<file path="src/rtl/wb_sram_arbiter_pkg.sv">
// Shared types and helpers for the two-master Wishbone SRAM arbiter.
// Holds the FSM state encoding, master indices and the timeout counter width rule.
package wb_arb_pkg;

    typedef enum logic [1:0] {
        IDLE = 2'b00,
        GNT0 = 2'b01,
        GNT1 = 2'b10
    } arb_state_e;

    localparam logic M0 = 1'b0;
    localparam logic M1 = 1'b1;

    // Counter wide enough to hold TIMEOUT_CYC, kept within 8..16 bits.
    function automatic int timeout_cnt_w(input int timeout_cyc);
        int w;
        w = $clog2(timeout_cyc + 1);
        if (w < 8) w = 8;
        if (w > 16) w = 16;
        return w;
    endfunction

endpackage

</file>
<file path="src/rtl/wb_sram_arbiter_if.sv">
// Wishbone classic bus bundle; master modport is the initiator side,
// slave modport the target side.
interface wb_sram_arbiter_if #(
    parameter int ADDR_WD = 9,
    parameter int DATA_WD = 32
) ();
    logic                   cyc;
    logic                   stb;
    logic                   we;
    logic [ADDR_WD-1:0]     adr;
    logic [DATA_WD-1:0]     dat_w;
    logic [DATA_WD/8-1:0]   sel;
    logic [DATA_WD-1:0]     dat_r;
    logic                   ack;
    logic                   err;

    modport master (
        output cyc, stb, we, adr, dat_w, sel,
        input  dat_r, ack, err
    );

    modport slave (
        input  cyc, stb, we, adr, dat_w, sel,
        output dat_r, ack, err
    );
endinterface

</file>
<file path="src/rtl/wb_sram_arbiter_timeout.sv">
// Grant watchdog: counts stalled strobe cycles and flags the cycle in which
// the count would reach TIMEOUT_CYC.
module wb_arb_timeout
    import wb_arb_pkg::*;
#(
    parameter int TIMEOUT_CYC = 255,
    parameter int CNT_W       = timeout_cnt_w(TIMEOUT_CYC)
) (
    input  logic clk,
    input  logic rst,
    input  logic clr,
    input  logic en,
    output logic expire
);

    localparam logic [CNT_W-1:0] LAST = CNT_W'(TIMEOUT_CYC - 1);

    logic [CNT_W-1:0] cnt;

    always_ff @(posedge clk) begin
        if (rst || clr) begin
            cnt <= '0;
        end else if (en) begin
            cnt <= cnt + CNT_W'(1);
        end
    end

    // Fires on the TIMEOUT_CYC-th stalled cycle so the abort lands on that edge.
    assign expire = en && (cnt == LAST);

endmodule

</file>
<file path="src/rtl/wb_sram_arbiter.sv">
// Two-master round-robin Wishbone arbiter in front of the SRAM wrapper.
// Optional grant timeout enabled by defining WB_SRAM_ARB_TIMEOUT_EN.
module wb_sram_arbiter
    import wb_arb_pkg::*;
#(
    parameter int ADDR_WD     = 9,
    parameter int DATA_WD     = 32,
    parameter int TIMEOUT_CYC = 255
) (
    input  logic                     wb_clk_i,
    input  logic                     wb_rst_i,
    wb_sram_arbiter_if.slave         m0,
    wb_sram_arbiter_if.slave         m1,
    wb_sram_arbiter_if.master        s,
    output logic [1:0]               gnt_o
);

    arb_state_e state, state_nxt;
    logic       last_gnt, last_gnt_nxt;
    logic       req0, req1;
    logic       sel_cyc, sel_stb;
    logic       expire;

    assign req0 = m0.cyc & m0.stb;
    assign req1 = m1.cyc & m1.stb;

    always_comb begin
        sel_cyc = 1'b0;
        sel_stb = 1'b0;
        unique case (state)
            GNT0: begin
                sel_cyc = m0.cyc;
                sel_stb = m0.stb;
            end
            GNT1: begin
                sel_cyc = m1.cyc;
                sel_stb = m1.stb;
            end
            default: ;
        endcase
    end

`ifdef WB_SRAM_ARB_TIMEOUT_EN
    logic to_en;

    assign to_en = (state != IDLE) && sel_stb && !s.ack;

    wb_arb_timeout #(
        .TIMEOUT_CYC (TIMEOUT_CYC)
    ) u_timeout (
        .clk    (wb_clk_i),
        .rst    (wb_rst_i),
        .clr    (state == IDLE),
        .en     (to_en),
        .expire (expire)
    );
`else
    assign expire = 1'b0;
`endif

    always_ff @(posedge wb_clk_i) begin
        if (wb_rst_i) begin
            state    <= IDLE;
            last_gnt <= M1;
        end else begin
            state    <= state_nxt;
            last_gnt <= last_gnt_nxt;
        end
    end

    // Every release passes through IDLE, so the next pick is always a fresh arbitration.
    always_comb begin
        state_nxt    = state;
        last_gnt_nxt = last_gnt;
        case (state)
            IDLE: begin
                if (req0 && req1) begin
                    state_nxt = (last_gnt == M0) ? GNT1 : GNT0;
                end else if (req0) begin
                    state_nxt = GNT0;
                end else if (req1) begin
                    state_nxt = GNT1;
                end
                if (state_nxt == GNT0) begin
                    last_gnt_nxt = M0;
                end else if (state_nxt == GNT1) begin
                    last_gnt_nxt = M1;
                end
            end
            GNT0, GNT1: begin
                if (!sel_cyc || (s.ack && sel_stb) || expire) begin
                    state_nxt = IDLE;
                end
            end
            default: state_nxt = IDLE;
        endcase
    end

    assign gnt_o = {state == GNT1, state == GNT0};

    // Slave side follows the granted master; the loser sees a silent bus.
    always_comb begin
        s.cyc    = 1'b0;
        s.stb    = 1'b0;
        s.we     = 1'b0;
        s.adr    = {ADDR_WD{1'b0}};
        s.dat_w  = {DATA_WD{1'b0}};
        s.sel    = {(DATA_WD/8){1'b0}};
        m0.ack   = 1'b0;
        m0.err   = 1'b0;
        m0.dat_r = {DATA_WD{1'b0}};
        m1.ack   = 1'b0;
        m1.err   = 1'b0;
        m1.dat_r = {DATA_WD{1'b0}};
        case (state)
            GNT0: begin
                s.cyc    = m0.cyc;
                s.stb    = m0.stb;
                s.we     = m0.we;
                s.adr    = m0.adr;
                s.dat_w  = m0.dat_w;
                s.sel    = m0.sel;
                m0.ack   = s.ack;
                m0.dat_r = s.dat_r;
                m0.err   = expire;
            end
            GNT1: begin
                s.cyc    = m1.cyc;
                s.stb    = m1.stb;
                s.we     = m1.we;
                s.adr    = m1.adr;
                s.dat_w  = m1.dat_w;
                s.sel    = m1.sel;
                m1.ack   = s.ack;
                m1.dat_r = s.dat_r;
                m1.err   = expire;
            end
            default: ;
        endcase
    end

endmodule

</file>
<file path="src/flat_wrapper.sv">
// flat-port wrapper written by rule: the top's interface ports become plain ports
module wb_sram_arbiter_flat import wb_arb_pkg::*;
#(
    parameter int ADDR_WD     = 9,
    parameter int DATA_WD     = 32,
    parameter int TIMEOUT_CYC = 255
)
  (wb_clk_i, wb_rst_i, gnt_o, m0_cyc, m0_stb, m0_we, m0_adr, m0_dat_w, m0_sel, m0_dat_r, m0_ack, m0_err, m1_cyc, m1_stb, m1_we, m1_adr, m1_dat_w, m1_sel, m1_dat_r, m1_ack, m1_err, s_cyc, s_stb, s_we, s_adr, s_dat_w, s_sel, s_dat_r, s_ack, s_err);
  wb_sram_arbiter_if #(.ADDR_WD(ADDR_WD), .DATA_WD(DATA_WD)) m0_i ();
  wb_sram_arbiter_if #(.ADDR_WD(ADDR_WD), .DATA_WD(DATA_WD)) m1_i ();
  wb_sram_arbiter_if #(.ADDR_WD(ADDR_WD), .DATA_WD(DATA_WD)) s_i ();
  input  logic wb_clk_i;
  input  logic wb_rst_i;
  output logic [1:0] gnt_o;
  input wire logic [$bits(m0_i.cyc)-1:0] m0_cyc;
  input wire logic [$bits(m0_i.stb)-1:0] m0_stb;
  input wire logic [$bits(m0_i.we)-1:0] m0_we;
  input wire logic [$bits(m0_i.adr)-1:0] m0_adr;
  input wire logic [$bits(m0_i.dat_w)-1:0] m0_dat_w;
  input wire logic [$bits(m0_i.sel)-1:0] m0_sel;
  output wire logic [$bits(m0_i.dat_r)-1:0] m0_dat_r;
  output wire logic [$bits(m0_i.ack)-1:0] m0_ack;
  output wire logic [$bits(m0_i.err)-1:0] m0_err;
  input wire logic [$bits(m1_i.cyc)-1:0] m1_cyc;
  input wire logic [$bits(m1_i.stb)-1:0] m1_stb;
  input wire logic [$bits(m1_i.we)-1:0] m1_we;
  input wire logic [$bits(m1_i.adr)-1:0] m1_adr;
  input wire logic [$bits(m1_i.dat_w)-1:0] m1_dat_w;
  input wire logic [$bits(m1_i.sel)-1:0] m1_sel;
  output wire logic [$bits(m1_i.dat_r)-1:0] m1_dat_r;
  output wire logic [$bits(m1_i.ack)-1:0] m1_ack;
  output wire logic [$bits(m1_i.err)-1:0] m1_err;
  output wire logic [$bits(s_i.cyc)-1:0] s_cyc;
  output wire logic [$bits(s_i.stb)-1:0] s_stb;
  output wire logic [$bits(s_i.we)-1:0] s_we;
  output wire logic [$bits(s_i.adr)-1:0] s_adr;
  output wire logic [$bits(s_i.dat_w)-1:0] s_dat_w;
  output wire logic [$bits(s_i.sel)-1:0] s_sel;
  input wire logic [$bits(s_i.dat_r)-1:0] s_dat_r;
  input wire logic [$bits(s_i.ack)-1:0] s_ack;
  input wire logic [$bits(s_i.err)-1:0] s_err;
  assign m0_i.cyc = m0_cyc;
  assign m0_i.stb = m0_stb;
  assign m0_i.we = m0_we;
  assign m0_i.adr = m0_adr;
  assign m0_i.dat_w = m0_dat_w;
  assign m0_i.sel = m0_sel;
  assign m0_dat_r = m0_i.dat_r;
  assign m0_ack = m0_i.ack;
  assign m0_err = m0_i.err;
  assign m1_i.cyc = m1_cyc;
  assign m1_i.stb = m1_stb;
  assign m1_i.we = m1_we;
  assign m1_i.adr = m1_adr;
  assign m1_i.dat_w = m1_dat_w;
  assign m1_i.sel = m1_sel;
  assign m1_dat_r = m1_i.dat_r;
  assign m1_ack = m1_i.ack;
  assign m1_err = m1_i.err;
  assign s_cyc = s_i.cyc;
  assign s_stb = s_i.stb;
  assign s_we = s_i.we;
  assign s_adr = s_i.adr;
  assign s_dat_w = s_i.dat_w;
  assign s_sel = s_i.sel;
  assign s_i.dat_r = s_dat_r;
  assign s_i.ack = s_ack;
  assign s_i.err = s_err;
  wb_sram_arbiter #(.ADDR_WD(ADDR_WD), .DATA_WD(DATA_WD), .TIMEOUT_CYC(TIMEOUT_CYC)) u_core (.wb_clk_i(wb_clk_i), .wb_rst_i(wb_rst_i), .m0(m0_i), .m1(m1_i), .s(s_i), .gnt_o(gnt_o));
endmodule
</file>
<file path="config.mk">
export PLATFORM = sky130hd
export DESIGN_NAME = wb_sram_arbiter_flat
export DESIGN_NICKNAME = d
export VERILOG_FILES = /design/src/rtl/wb_sram_arbiter_pkg.sv /design/src/rtl/wb_sram_arbiter_if.sv /design/src/rtl/wb_sram_arbiter_timeout.sv /design/src/rtl/wb_sram_arbiter.sv /design/src/flat_wrapper.sv
export SDC_FILE = /design/constraint.sdc
export NUM_CORES = 1
export LEC_CHECK = 0
export CELL_PAD_IN_SITES_DETAIL_PLACEMENT = 1
export CELL_PAD_IN_SITES_GLOBAL_PLACEMENT = 2
export CORE_UTILIZATION = 10
export DETAILED_ROUTE_END_ITERATION = 10
export PLACE_DENSITY_LB_ADDON = 0.12
export SYNTH_ARGS = -nofsm -noshare
export SYNTH_HDL_FRONTEND = slang
export SYNTH_SLANG_ARGS = --single-unit
</file>
<file path="constraint.sdc">
create_clock -name wb_clk_i -period 2.54 [get_ports wb_clk_i]
set_input_delay 0.635 -clock wb_clk_i [delete_from_list [all_inputs] [get_ports wb_clk_i]]
set_output_delay 0.635 -clock wb_clk_i [all_outputs]
set_load 0.02 [all_outputs]
</file>
==> impl_metrics.json <==
{
  "hold_ws_ns": 0.469,
  "hpwl_mm": 7.97,
  "fin_total_pwr_mw": 1.10,
  "maxCapViolCount": 0,
  "finalMaxSlewViolations": 0,
  "ff2ff_path_depth": 6,
  "crit_path_end_kind": "output port",
  "antenna_left": 0,
  "cp_slowest_cell": "clkdlybuf4s50_1",
  "htreeDepth": 1,
  "slowest_delay_ns": 0.62,
  "dieArea_mm2": 0.0150,
  "routed_wirelength_mm": 9.63,
  "critPathLaunch": "s_dat_r[31]",
  "num_io_pins": 250,
  "syn_area_mm2": 0.00145,
  "postPlaceCellArea_mm2": 0.00420,
  "num_rows": 43,
  "post-route-cell-area_mm2": 0.00417,
  "netlist_instances": 216,
  "fmax_mhz": 403,
  "drt-pass1-iter-count": 4,
  "grt_pass1_wl_mm": 14.2,
  "synth_ff_type": "dfxtp_1",
  "start_util_pct": 10.4,
  "synth-edff-count": 0,
  "synthArstFlopShare_pct": 0,
  "worstSetupPathDepth": 3,
  "viasPerCell": 3.94,
  "crit_fanout": 2,
  "cts_tree": "yes",
  "antenna_found_initial": 0,
  "clock-sinks": 3,
  "grt-ovfl-total": 0,
  "vias": 2514,
  "layout_commonest_cell": "clkdlybuf4s50_1",
  "finalSetupViolCount": 0,
  "grt_max_degree": 44,
  "nets": 595,
  "r2r-end": "u_core.last_gnt$_SDFFE_PP1P_",
  "period_share_pct": 97.8,
  "clk_latency_ns": 0.23,
  "path_delay_family": "buffers and inverters",
  "ir_drop_mv": 0.161,
  "layout_common_cells": "clkdlybuf4s50_1, dlygate4sd2_1, and2_1",
  "clock-root-buffer": "clkbuf_16",
  "rsz0062_at_grt": "false",
  "drt-initial-drc-count": 81,
  "synth.avg_cell_area_um2": 6.71,
  "wl_per_cell_um": 15.1,
  "cts_setup_buffers": 0,
  "die_w_um": 122,
  "gp_congestion": 0.683,
  "r2r-start": "u_core.last_gnt$_SDFFE_PP1P_",
  "synth_cell_types": 23,
  "reg2reg_slack_ns": 0.88,
  "fin_skew_ns": 0.00151,
  "min_path_type": "reg -> reg",
  "p_per_area_mw_per_mm2": 265,
  "crit_end": "m0_dat_r[31]",
  "critPathLaunchType": "input pin",
  "ys_ff_latch": 3,
  "cp.arrival_ns": 1.85,
  "path_class": "in -> out",
  "synth-seq-area-share_pct": 4.15,
  "core-area_mm2": 0.0140,
  "path_buf_inv": 2,
  "grt_pass1_vias": 2642,
  "fill_cells": 1705,
  "clkTransAtPathRegs_ns": 0.03,
  "drc": 0,
  "min_period_ns": 2.48,
  "status": "complete, no violations",
  "track_usage_pct": 11.9,
  "p_leak_nw": 1.94,
  "cts-buffers-inserted": 3,
  "die_y_um": 122,
  "layout-drive-gt1-share_pct": 6.77,
  "hold_viol": 0,
  "cp.required_ns": 1.90,
  "yosys_warnings": 0,
  "clockBufferDepth": 2,
  "area_delta_synth_final_pct": 188,
  "critical-path-top-cell-by-count": "clkdlybuf4s50_1",
  "crit_chain": "clkdlybuf4s50_1, and2_1, clkdlybuf4s50_1",
  "antenna_cells": 0,
  "io_buffers": 246
}
flip-flops by register name, indices dropped and copies added (netlist names):
signal	flops
u_core.last_gnt	1
u_core.state	2
through the flow:
| stage | setup slack, ns | instances | utilization, % | TNS [ns] |
|---|---|---|---|---|
| 4_1_cts | 0.0137 | 638 | 29.8 | 0 |
| 6_report | 0.0562 | 638 | 29.8 | 0 |
| 3_3_place_gp | -0.174 | 634 | 30.0 | -0.558 |
| 3_5_place_dp | -0.193 | 634 | 30.0 | -0.973 |
| 5_1_grt | 0.000196 | 638 | 29.8 | 0 |
| 2_1_floorplan | 0.392 | 217 | - | 0 |
kinds of logic (layout without fill, tap and decap cells):
| group | after synthesis | after routing | share of synthesized area (%) |
|---|---|---|---|
| AO/OA/AOI/OAI | 57 | 57 | 30.1 |
| adder cells (fa/ha/maj) | 4 | 4 | 3.45 |
| buffers and inverters | 29 | 270 | 9.76 |
| flip-flops | 3 | 3 | 4.15 |
| other | 1 | 2 | 0.259 |
| AND/OR/NAND/NOR | 122 | 122 | 52.2 |
how the worst min path moves through the flow:
stage | endpoint | depth (start not counted) | start
3_5_place_dp | u_core.last_gnt$_SDFFE_PP1P_ | 1 | u_core.last_gnt$_SDFFE_PP1P_
2_1_floorplan | u_core.last_gnt$_SDFFE_PP1P_ | 1 | u_core.last_gnt$_SDFFE_PP1P_
4_1_cts | u_core.last_gnt$_SDFFE_PP1P_ | 1 | u_core.last_gnt$_SDFFE_PP1P_
5_1_grt | u_core.last_gnt$_SDFFE_PP1P_ | 1 | u_core.last_gnt$_SDFFE_PP1P_
3_3_place_gp | u_core.last_gnt$_SDFFE_PP1P_ | 1 | u_core.last_gnt$_SDFFE_PP1P_
6_report | u_core.last_gnt$_SDFFE_PP1P_ | 1 | u_core.last_gnt$_SDFFE_PP1P_
cell type report:
type / instances / area, µm² / area share (%)
inverters: 4 / 15.0 / 0.360
flip-flops and latches: 3 / 61.3 / 1.47
well taps: 180 / 225 / 5.40
repair buffers: 262 / 2520 / 60.5
multi-input cells: 185 / 1270 / 30.4
clock buffers: 4 / 78.8 / 1.89
report_power, final:
group          total (mW)  internal [mW]  leakage [nW]  switching [mW]
Sequential         0.0606         0.0543        0.0251         0.00628
Clock               0.254          0.207        0.0382          0.0461
Combinational       0.791          0.433          1.87           0.357
timing repair:
item	4_1_cts	5_1_grt
gates cloned	0	0
endpoints found under the setup margin	102	38
resized for setup	101	41
hold buffers	0	0
synth_stat cells, types with 3 or more instances:
cell type	instances	area, µm²
dfxtp_1	3	60.1
a22oi_1	47	353
ha_1	4	50.1
clkbuf_1	13	48.8
nor2b_1	49	307
and2_1	67	419
buf_2	8	40.0
inv_1	4	15.0
metal layers:
layer	track usage, %	wire, µm	up-vias
li1	-	-	1221
met1	12.5	3520	1157
met2	23.7	5080	134
met3	3.81	1020	2
met4	0.686	12	0
met5	0	0	-
No activity file was read; power rests on OpenSTA's default activity.
